[config.mk]
export PLATFORM = sky130hd
export DESIGN_NAME = acc_fifo_port_flat
export DESIGN_NICKNAME = d
export VERILOG_FILES = /design/src/rtl/acc_fifo_port_pkg.sv /design/src/rtl/acc_fifo_port_if.sv /design/src/rtl/acc_fifo_port_sync_fifo.sv /design/src/rtl/acc_fifo_port.sv /design/src/flat_wrapper.sv
export SDC_FILE = /design/constraint.sdc
export NUM_CORES = 1
export LEC_CHECK = 0
export CORE_ASPECT_RATIO = 1.75
export CORE_MARGIN = 4
export CORE_UTILIZATION = 40
export CTS_BUF_LIST = sky130_fd_sc_hd__clkbuf_2
export DETAILED_ROUTE_END_ITERATION = 8
export PLACE_DENSITY_LB_ADDON = 0.25
export SLEW_MARGIN = 20
export SYNTH_ARGS = -nofsm -noshare
export SYNTH_HDL_FRONTEND = slang
export SYNTH_SLANG_ARGS = --single-unit
[constraint.sdc]
create_clock -name clk -period 6.35 [get_ports clk]
set_clock_uncertainty 0.2 [all_clocks]
set_input_delay 1.27 -clock clk [delete_from_list [all_inputs] [get_ports clk]]
set_output_delay 1.27 -clock clk [all_outputs]
set_load 0.05 [all_outputs]
[src/rtl/acc_fifo_port_pkg.sv]
// Shared sizing defaults for the router FIFO port, the data bus controller
// and the accelerator wrappers.
package acc_fifo_port_pkg;

  localparam int DEF_DATA_WIDTH = 32;
  localparam int DEF_DEPTH      = 16;
  localparam int DEF_ADDR_WIDTH = $clog2(DEF_DEPTH);
  localparam int NUM_FIFOS      = 2;

  // Slot of each FIFO inside the per-FIFO packed arrays of the port.
  typedef enum logic {
    FIFO_TO   = 1'b0,
    FIFO_FROM = 1'b1
  } fifo_sel_e;

endpackage

[src/rtl/acc_fifo_port_if.sv]
// Router/accelerator facing signals of one accelerator FIFO port.
// master = router + accelerator side, slave = the port itself.
interface acc_fifo_port_if #(
  parameter int DATA_WIDTH = acc_fifo_port_pkg::DEF_DATA_WIDTH
);

  logic                  put_req;
  logic [DATA_WIDTH-1:0] data_in;
  logic                  to_empty;
  logic                  to_full;
  logic                  get_req;
  logic [DATA_WIDTH-1:0] data_out;
  logic                  from_empty;
  logic                  from_full;
  logic [DATA_WIDTH-1:0] acc_rd_data;
  logic                  acc_rd_valid;
  logic                  acc_rd_pop;
  logic [DATA_WIDTH-1:0] acc_wr_data;
  logic                  acc_wr_push;
  logic                  acc_wr_ready;
  logic                  overflow_err;
  logic                  underflow_err;

  modport master (
    output put_req, data_in, get_req, acc_rd_pop, acc_wr_data, acc_wr_push,
    input  to_empty, to_full, data_out, from_empty, from_full,
           acc_rd_data, acc_rd_valid, acc_wr_ready, overflow_err, underflow_err
  );

  modport slave (
    input  put_req, data_in, get_req, acc_rd_pop, acc_wr_data, acc_wr_push,
    output to_empty, to_full, data_out, from_empty, from_full,
           acc_rd_data, acc_rd_valid, acc_wr_ready, overflow_err, underflow_err
  );

endinterface

[src/rtl/acc_fifo_port_sync_fifo.sv]
// Single-clock first-word-fall-through FIFO with occupancy counter and
// per-cycle overflow/underflow pulses for rejected requests.
module acc_fifo_port_sync_fifo #(
  parameter int DATA_WIDTH = acc_fifo_port_pkg::DEF_DATA_WIDTH,
  parameter int DEPTH      = acc_fifo_port_pkg::DEF_DEPTH,
  parameter int ADDR_WIDTH = acc_fifo_port_pkg::DEF_ADDR_WIDTH
) (
  input  logic                  clk,
  input  logic                  reset,
  input  logic                  push_i,
  input  logic                  pop_i,
  input  logic [DATA_WIDTH-1:0] wdata_i,
  output logic [DATA_WIDTH-1:0] head_o,
  output logic                  empty_o,
  output logic                  full_o,
  output logic                  ovf_o,
  output logic                  udf_o
);

  localparam logic [ADDR_WIDTH:0] FULL_CNT = (ADDR_WIDTH+1)'(DEPTH);

  logic [DATA_WIDTH-1:0] mem_q [DEPTH];
  logic [ADDR_WIDTH-1:0] wr_ptr_q, wr_ptr_d;
  logic [ADDR_WIDTH-1:0] rd_ptr_q, rd_ptr_d;
  logic [ADDR_WIDTH:0]   cnt_q, cnt_d;
  logic                  push_ok, pop_ok;

  assign empty_o = (cnt_q == '0);
  assign full_o  = (cnt_q == FULL_CNT);
  assign push_ok = push_i & ~full_o;
  assign pop_ok  = pop_i & ~empty_o;
  assign ovf_o   = push_i & full_o;
  assign udf_o   = pop_i & empty_o;

  always_comb begin
    wr_ptr_d = wr_ptr_q;
    rd_ptr_d = rd_ptr_q;
    cnt_d    = cnt_q;
    if (push_ok) wr_ptr_d = wr_ptr_q + ADDR_WIDTH'(1);
    if (pop_ok)  rd_ptr_d = rd_ptr_q + ADDR_WIDTH'(1);
    case ({push_ok, pop_ok})
      2'b10:   cnt_d = cnt_q + (ADDR_WIDTH+1)'(1);
      2'b01:   cnt_d = cnt_q - (ADDR_WIDTH+1)'(1);
      default: cnt_d = cnt_q;
    endcase
  end

  always_ff @(posedge clk or posedge reset) begin
    if (reset) begin
      wr_ptr_q <= '0;
      rd_ptr_q <= '0;
      cnt_q    <= '0;
    end else begin
      wr_ptr_q <= wr_ptr_d;
      rd_ptr_q <= rd_ptr_d;
      cnt_q    <= cnt_d;
    end
  end

  // Storage is deliberately outside reset; the counter alone defines validity.
  always_ff @(posedge clk) begin
    if (push_ok) mem_q[wr_ptr_q] <= wdata_i;
  end

  // Drive zero when empty so the router's tri-state path never sees stale data.
  assign head_o = empty_o ? '0 : mem_q[rd_ptr_q];

endmodule

[src/rtl/acc_fifo_port.sv]
// Accelerator-side FIFO responder: router->accelerator to-FIFO and
// accelerator->router from-FIFO, plus sticky overflow/underflow flags.
module acc_fifo_port
  import acc_fifo_port_pkg::*;
#(
  parameter int DATA_WIDTH = DEF_DATA_WIDTH,
  parameter int DEPTH      = DEF_DEPTH,
  parameter int ADDR_WIDTH = DEF_ADDR_WIDTH
) (
  input logic             clk,
  input logic             reset,
  acc_fifo_port_if.slave  bus
);

  logic [NUM_FIFOS-1:0]                 push, pop, empty, full, ovf, udf;
  logic [NUM_FIFOS-1:0][DATA_WIDTH-1:0] wdata, head;
  logic                                 ovf_q, ovf_d;
  logic                                 udf_q, udf_d;

  assign push[FIFO_TO]    = bus.put_req;
  assign pop[FIFO_TO]     = bus.acc_rd_pop;
  assign wdata[FIFO_TO]   = bus.data_in;
  assign push[FIFO_FROM]  = bus.acc_wr_push;
  assign pop[FIFO_FROM]   = bus.get_req;
  assign wdata[FIFO_FROM] = bus.acc_wr_data;

  for (genvar g = 0; g < NUM_FIFOS; g++) begin : g_fifo
    acc_fifo_port_sync_fifo #(
      .DATA_WIDTH (DATA_WIDTH),
      .DEPTH      (DEPTH),
      .ADDR_WIDTH (ADDR_WIDTH)
    ) u_fifo (
      .clk     (clk),
      .reset   (reset),
      .push_i  (push[g]),
      .pop_i   (pop[g]),
      .wdata_i (wdata[g]),
      .head_o  (head[g]),
      .empty_o (empty[g]),
      .full_o  (full[g]),
      .ovf_o   (ovf[g]),
      .udf_o   (udf[g])
    );
  end

  assign ovf_d = ovf_q | (|ovf);
  assign udf_d = udf_q | (|udf);

  always_ff @(posedge clk or posedge reset) begin
    if (reset) begin
      ovf_q <= 1'b0;
      udf_q <= 1'b0;
    end else begin
      ovf_q <= ovf_d;
      udf_q <= udf_d;
    end
  end

  assign bus.to_empty      = empty[FIFO_TO];
  assign bus.to_full       = full[FIFO_TO];
  assign bus.acc_rd_data   = head[FIFO_TO];
  assign bus.acc_rd_valid  = ~empty[FIFO_TO];
  assign bus.from_empty    = empty[FIFO_FROM];
  assign bus.from_full     = full[FIFO_FROM];
  assign bus.data_out      = head[FIFO_FROM];
  assign bus.acc_wr_ready  = ~full[FIFO_FROM];
  assign bus.overflow_err  = ovf_q;
  assign bus.underflow_err = udf_q;

endmodule

[src/flat_wrapper.sv]
// flat-port wrapper written by rule: the top's interface ports become plain ports
module acc_fifo_port_flat import acc_fifo_port_pkg::*;
#(
  parameter int DATA_WIDTH = DEF_DATA_WIDTH,
  parameter int DEPTH      = DEF_DEPTH,
  parameter int ADDR_WIDTH = DEF_ADDR_WIDTH
)
  (clk, reset, bus_put_req, bus_data_in, bus_get_req, bus_acc_rd_pop, bus_acc_wr_data, bus_acc_wr_push, bus_to_empty, bus_to_full, bus_data_out, bus_from_empty, bus_from_full, bus_acc_rd_data, bus_acc_rd_valid, bus_acc_wr_ready, bus_overflow_err, bus_underflow_err);
  acc_fifo_port_if #(.DATA_WIDTH(DATA_WIDTH)) bus_i ();
  input logic clk;
  input logic reset;
  input wire logic [$bits(bus_i.put_req)-1:0] bus_put_req;
  input wire logic [$bits(bus_i.data_in)-1:0] bus_data_in;
  input wire logic [$bits(bus_i.get_req)-1:0] bus_get_req;
  input wire logic [$bits(bus_i.acc_rd_pop)-1:0] bus_acc_rd_pop;
  input wire logic [$bits(bus_i.acc_wr_data)-1:0] bus_acc_wr_data;
  input wire logic [$bits(bus_i.acc_wr_push)-1:0] bus_acc_wr_push;
  output wire logic [$bits(bus_i.to_empty)-1:0] bus_to_empty;
  output wire logic [$bits(bus_i.to_full)-1:0] bus_to_full;
  output wire logic [$bits(bus_i.data_out)-1:0] bus_data_out;
  output wire logic [$bits(bus_i.from_empty)-1:0] bus_from_empty;
  output wire logic [$bits(bus_i.from_full)-1:0] bus_from_full;
  output wire logic [$bits(bus_i.acc_rd_data)-1:0] bus_acc_rd_data;
  output wire logic [$bits(bus_i.acc_rd_valid)-1:0] bus_acc_rd_valid;
  output wire logic [$bits(bus_i.acc_wr_ready)-1:0] bus_acc_wr_ready;
  output wire logic [$bits(bus_i.overflow_err)-1:0] bus_overflow_err;
  output wire logic [$bits(bus_i.underflow_err)-1:0] bus_underflow_err;
  assign bus_i.put_req = bus_put_req;
  assign bus_i.data_in = bus_data_in;
  assign bus_i.get_req = bus_get_req;
  assign bus_i.acc_rd_pop = bus_acc_rd_pop;
  assign bus_i.acc_wr_data = bus_acc_wr_data;
  assign bus_i.acc_wr_push = bus_acc_wr_push;
  assign bus_to_empty = bus_i.to_empty;
  assign bus_to_full = bus_i.to_full;
  assign bus_data_out = bus_i.data_out;
  assign bus_from_empty = bus_i.from_empty;
  assign bus_from_full = bus_i.from_full;
  assign bus_acc_rd_data = bus_i.acc_rd_data;
  assign bus_acc_rd_valid = bus_i.acc_rd_valid;
  assign bus_acc_wr_ready = bus_i.acc_wr_ready;
  assign bus_overflow_err = bus_i.overflow_err;
  assign bus_underflow_err = bus_i.underflow_err;
  acc_fifo_port #(.DATA_WIDTH(DATA_WIDTH), .DEPTH(DEPTH), .ADDR_WIDTH(ADDR_WIDTH)) u_core (.clk(clk), .reset(reset), .bus(bus_i));
endmodule
==> flow_metrics.py <==
metrics = {
    "power_and_ir_drop": {
        "p_sw_share_pct": 37.50,
        "p_int_mw": 13.08,
        "finalPower_mw": 20.92,
        "p_switching_mw": 7.847,
        "p_per_area_nw_per_um2": 454.6,
        "ir_drop_mv": 0.5742,
        "comb_power_share_pct": 38.0,
        "pwr-share-seq_pct": 42.3,
        "clkPwrFrac_pct": 19.7,
        "leakage_nw": 14.92,
    },
    "timing": {
        "fin_crit_sh_pct": 94.78,
        "setup_viol": 0,
        "tns_ps": 0,
        "worstMarginPinSlew_ps": 1089,
        "report.final.slew_viol_count": 0,
        "final-hold-violation-count": 0,
        "clock.fmax_mhz": 166.2,
        "setup_slack_ps": 331.6,
        "maxSlewHeadroom_pct": 27.42,
        "rsz0062_at_grt": "false",
        "fin_crit_ps": 6018,
        "hold_slack_ps": 303.6,
    },
    "worst_setup_path": {
        "path_class": "reg -> out",
        "start_kind": "flop",
        "critPathArrivalTime_ps": 4550,
        "cp-end-kind": "output port",
        "cp_max_fo": 66,
        "required_ps": 4880,
    },
    "cts": {
        "cts_sinks": 1052,
        "cts_tree": "built",
        "path_clk_slew_ps": 110,
        "cts_buffer_depth": 3,
        "clk_latency_ps": 1540,
        "numCtsBuffers": 228,
        "cts-root-buf": "clkbuf_2",
        "htree_levels": 4,
    },
    "yosys": {
        "synth_cell_types": 49,
        "synth_seq_cells": 1052,
        "yosys-mux-area-fraction_pct": 15.53,
        "synth_top_family_by_area": "multiplexers",
        "yosysWarningCount": 0,
        "seq_area_frac_synth_pct": 77.37,
        "syn_area_per_cell_um2": 22.56,
        "post_synth_instance_area_um2": 40650,
        "synth_compound_area_share_pct": 2.918,
        "synth_cells": 1802,
        "synth_fa_ha_area_share_pct": 0.5232,
        "synth-xor-area-share_pct": 0.4955,
        "synth-simple-area-share_pct": 1.363,
        "synth_nets": 1889,
    },
    "floorplan": {
        "core_area_um2": 100800,
        "initial_core_util_pct": 40.34,
        "num_rows": 154,
        "io_pins": 142,
        "die_w_um": 249.0,
        "die_area_um2": 107000,
        "die_h_um": 429.7,
    },
    "detailed_routing": {
        "drt_iter0_drc": 1332,
        "avgViaCountPerCell": 5.454,
        "wl_per_cell_um": 26.34,
        "drc": 0,
        "dr_total_vias": 19850,
        "drt_first_pass_iters": 7,
        "drt_wl_total_mm": 95.87,
        "final_antenna_net_count": 0,
    },
    "final_layout": {
        "fin_cells": 3639,
        "drive_above_1_share_pct": 29.44,
        "nNetsFinal": 2221,
        "stdcell_area_um2": 46020,
        "post-route-util_pct": 45.67,
        "regArea_um2": 31470,
        "syn_to_final_growth_pct": 13.21,
        "multi_input_area_um2": 8732,
        "most-common-layout-cells": "edfxtp_1, clkbuf_2, mux4_2, clkdlybuf4s50_1, a22oi_1",
        "mostFrequentLayoutCell": "edfxtp_1",
        "filler_cell_count": 8635,
    },
    "grt": {
        "grt_usage_pct": 17.84,
        "grt_max_degree": 67,
        "antenna_found_initial": 7,
        "grt_overflow": 0,
        "grt_pass1_vias": 21540,
        "grt_pass1_wl_mm": 140.4,
    },
    "placement": {
        "hpwl_mm": 52.86,
        "numPortBuffers": 141,
        "globalplace.congestion": 0.7335,
        "placed_area_um2": 43860,
        "place_ws_ps": 1730,
        "dp.cells": 3227,
    },
    "run_status": {
        "status": "completed",
    },
    "hold_path": {
        "hold_path_class": "reg -> reg",
    },
    "run": {
        "maxCapViolations": 0,
    },
}
-- metal layers --
metal  vias up  track usage [%]  routed length (um)
met4         2            5.945                2233
met2       682            32.52               51920
met3       161            4.481                6161
li1       8447                -                   -
met1     10550            20.54               35530
met5         -                0                  13
-- flip-flops by register name, indices dropped and copies added (netlist names) --
register / cells
u_core.bus.overflow_err: 1
u_core.bus.underflow_err: 1
u_core.g_fifo.u_fifo.cnt_q: 10
u_core.g_fifo.u_fifo.mem_q: 1024
u_core.g_fifo.u_fifo.rd_ptr_q: 8
u_core.g_fifo.u_fifo.wr_ptr_q: 8
-- path summary, 6_finish.rpt --
path	endpoint	startpoint	cells after the start	slack [ps]
hold / removal	u_core.bus.overflow_err$_DFF_PP0_	u_core.bus.overflow_err$_DFF_PP0_	1	300
hold reg to reg	u_core.bus.overflow_err$_DFF_PP0_	u_core.bus.overflow_err$_DFF_PP0_	1	300
min in group asynchronous	u_core.g_fifo[1].u_fifo.cnt_q[1]$_DFFE_PP0P_	reset	4	480
setup / recovery	bus_data_out[3]	u_core.g_fifo[1].u_fifo.rd_ptr_q[3]$_DFFE_PP0P_	5	330
setup reg to reg	u_core.g_fifo[1].u_fifo.mem_q[11][4]$_DFFE_PP_	u_core.g_fifo[1].u_fifo.cnt_q[1]$_DFFE_PP0P_	5	3110
max in group asynchronous	u_core.g_fifo[0].u_fifo.rd_ptr_q[3]$_DFFE_PP0P_	reset	4	5090
-- cell families (layout without fill, tap and decap cells) --
kind of cell / Yosys count / count (layout)
flip-flops: 1052 / 1052
multiplexers: 292 / 292
AO/OA/AOI/OAI: 187 / 187
buffers and inverters: 117 / 621
AND/OR/NAND/NOR: 114 / 114
XOR/XNOR: 23 / 23
adder cells (fa/ha/maj): 17 / 17
other: 0 / 7
-- power groups by stage --
stage | Combinational, mW | Clock (mW) | Sequential [mW]
after global routing | 8.42 | 4.63 | 8.93
final | 7.96 | 4.11 | 8.85
after floorplan | 5.70 | 0 | 8.70
after detailed placement | 7.96 | 0 | 9.09
after CTS | 8.11 | 4.30 | 8.87
after global placement | 7.91 | 0 | 9.03
-- cells in the mapped netlist, drive strengths merged --
| cell | count | area share [%] |
|---|---|---|
| a21oi | 37 | 0.46 |
| nand3b | 1 | 0.018 |
| ha | 17 | 0.52 |
| nand2b | 7 | 0.11 |
| nand2 | 16 | 0.15 |
| nor4 | 2 | 0.10 |
| or2 | 1 | 0.015 |
| inv | 13 | 0.12 |
| mux4 | 256 | 15 |
| xor2 | 9 | 0.19 |
| nor2b | 5 | 0.077 |
| o21ai | 39 | 0.48 |
| and2 | 3 | 0.052 |
| a21boi | 3 | 0.074 |
| a221o | 2 | 0.049 |
| mux2 | 4 | 0.11 |
| nand4 | 3 | 0.046 |
| a21o | 2 | 0.037 |
| a22oi | 65 | 1.2 |
| nor4b | 1 | 0.022 |
| mux2i | 32 | 0.79 |
| clkinv | 1 | 0.0092 |
| nor2 | 60 | 0.55 |
| nor3 | 8 | 0.098 |
| dfrtp | 28 | 1.7 |
| clkbuf | 47 | 0.43 |
| a31oi | 2 | 0.031 |
| a311oi | 1 | 0.022 |
| and3 | 1 | 0.015 |
| buf | 56 | 1.2 |
| nand3 | 3 | 0.037 |
| o31ai | 2 | 0.037 |
| edfxtp | 1024 | 76 |
| nor3b | 1 | 0.018 |
| o22ai | 33 | 0.51 |
| xnor2 | 14 | 0.30 |
| o211a | 1 | 0.025 |
| and3b | 2 | 0.043 |
-- final cells by class --
| class | instances | share of cell area (%) |
|---|---|---|
| flip-flops and latches | 1052 | 68.37 |
| multi-input cells | 633 | 18.97 |
| repair buffers | 205 | 4.369 |
| well taps | 1326 | 3.605 |
| clock buffers | 331 | 3.599 |
| clock inverters | 71 | 0.9271 |
| inverters | 14 | 0.1169 |
| diodes | 7 | 0.03806 |
-- critical path, stage by stage, from the launching register on --
cell             delay [ps]
dfrtp_4                 860
buf_12                  430
mux4_2                  290
mux2i_1                  90
o22ai_1                 360
clkdlybuf4s50_1         890
-- what timing repair did --
action	in CTS	in global routing
setup buffers	2	0
hold buffers	1	0
endpoints found under the hold margin	28	0
setup endpoints to repair	31	0
gates resized for setup	2	0
Note: power is estimated with default switching activity, not from simulation.
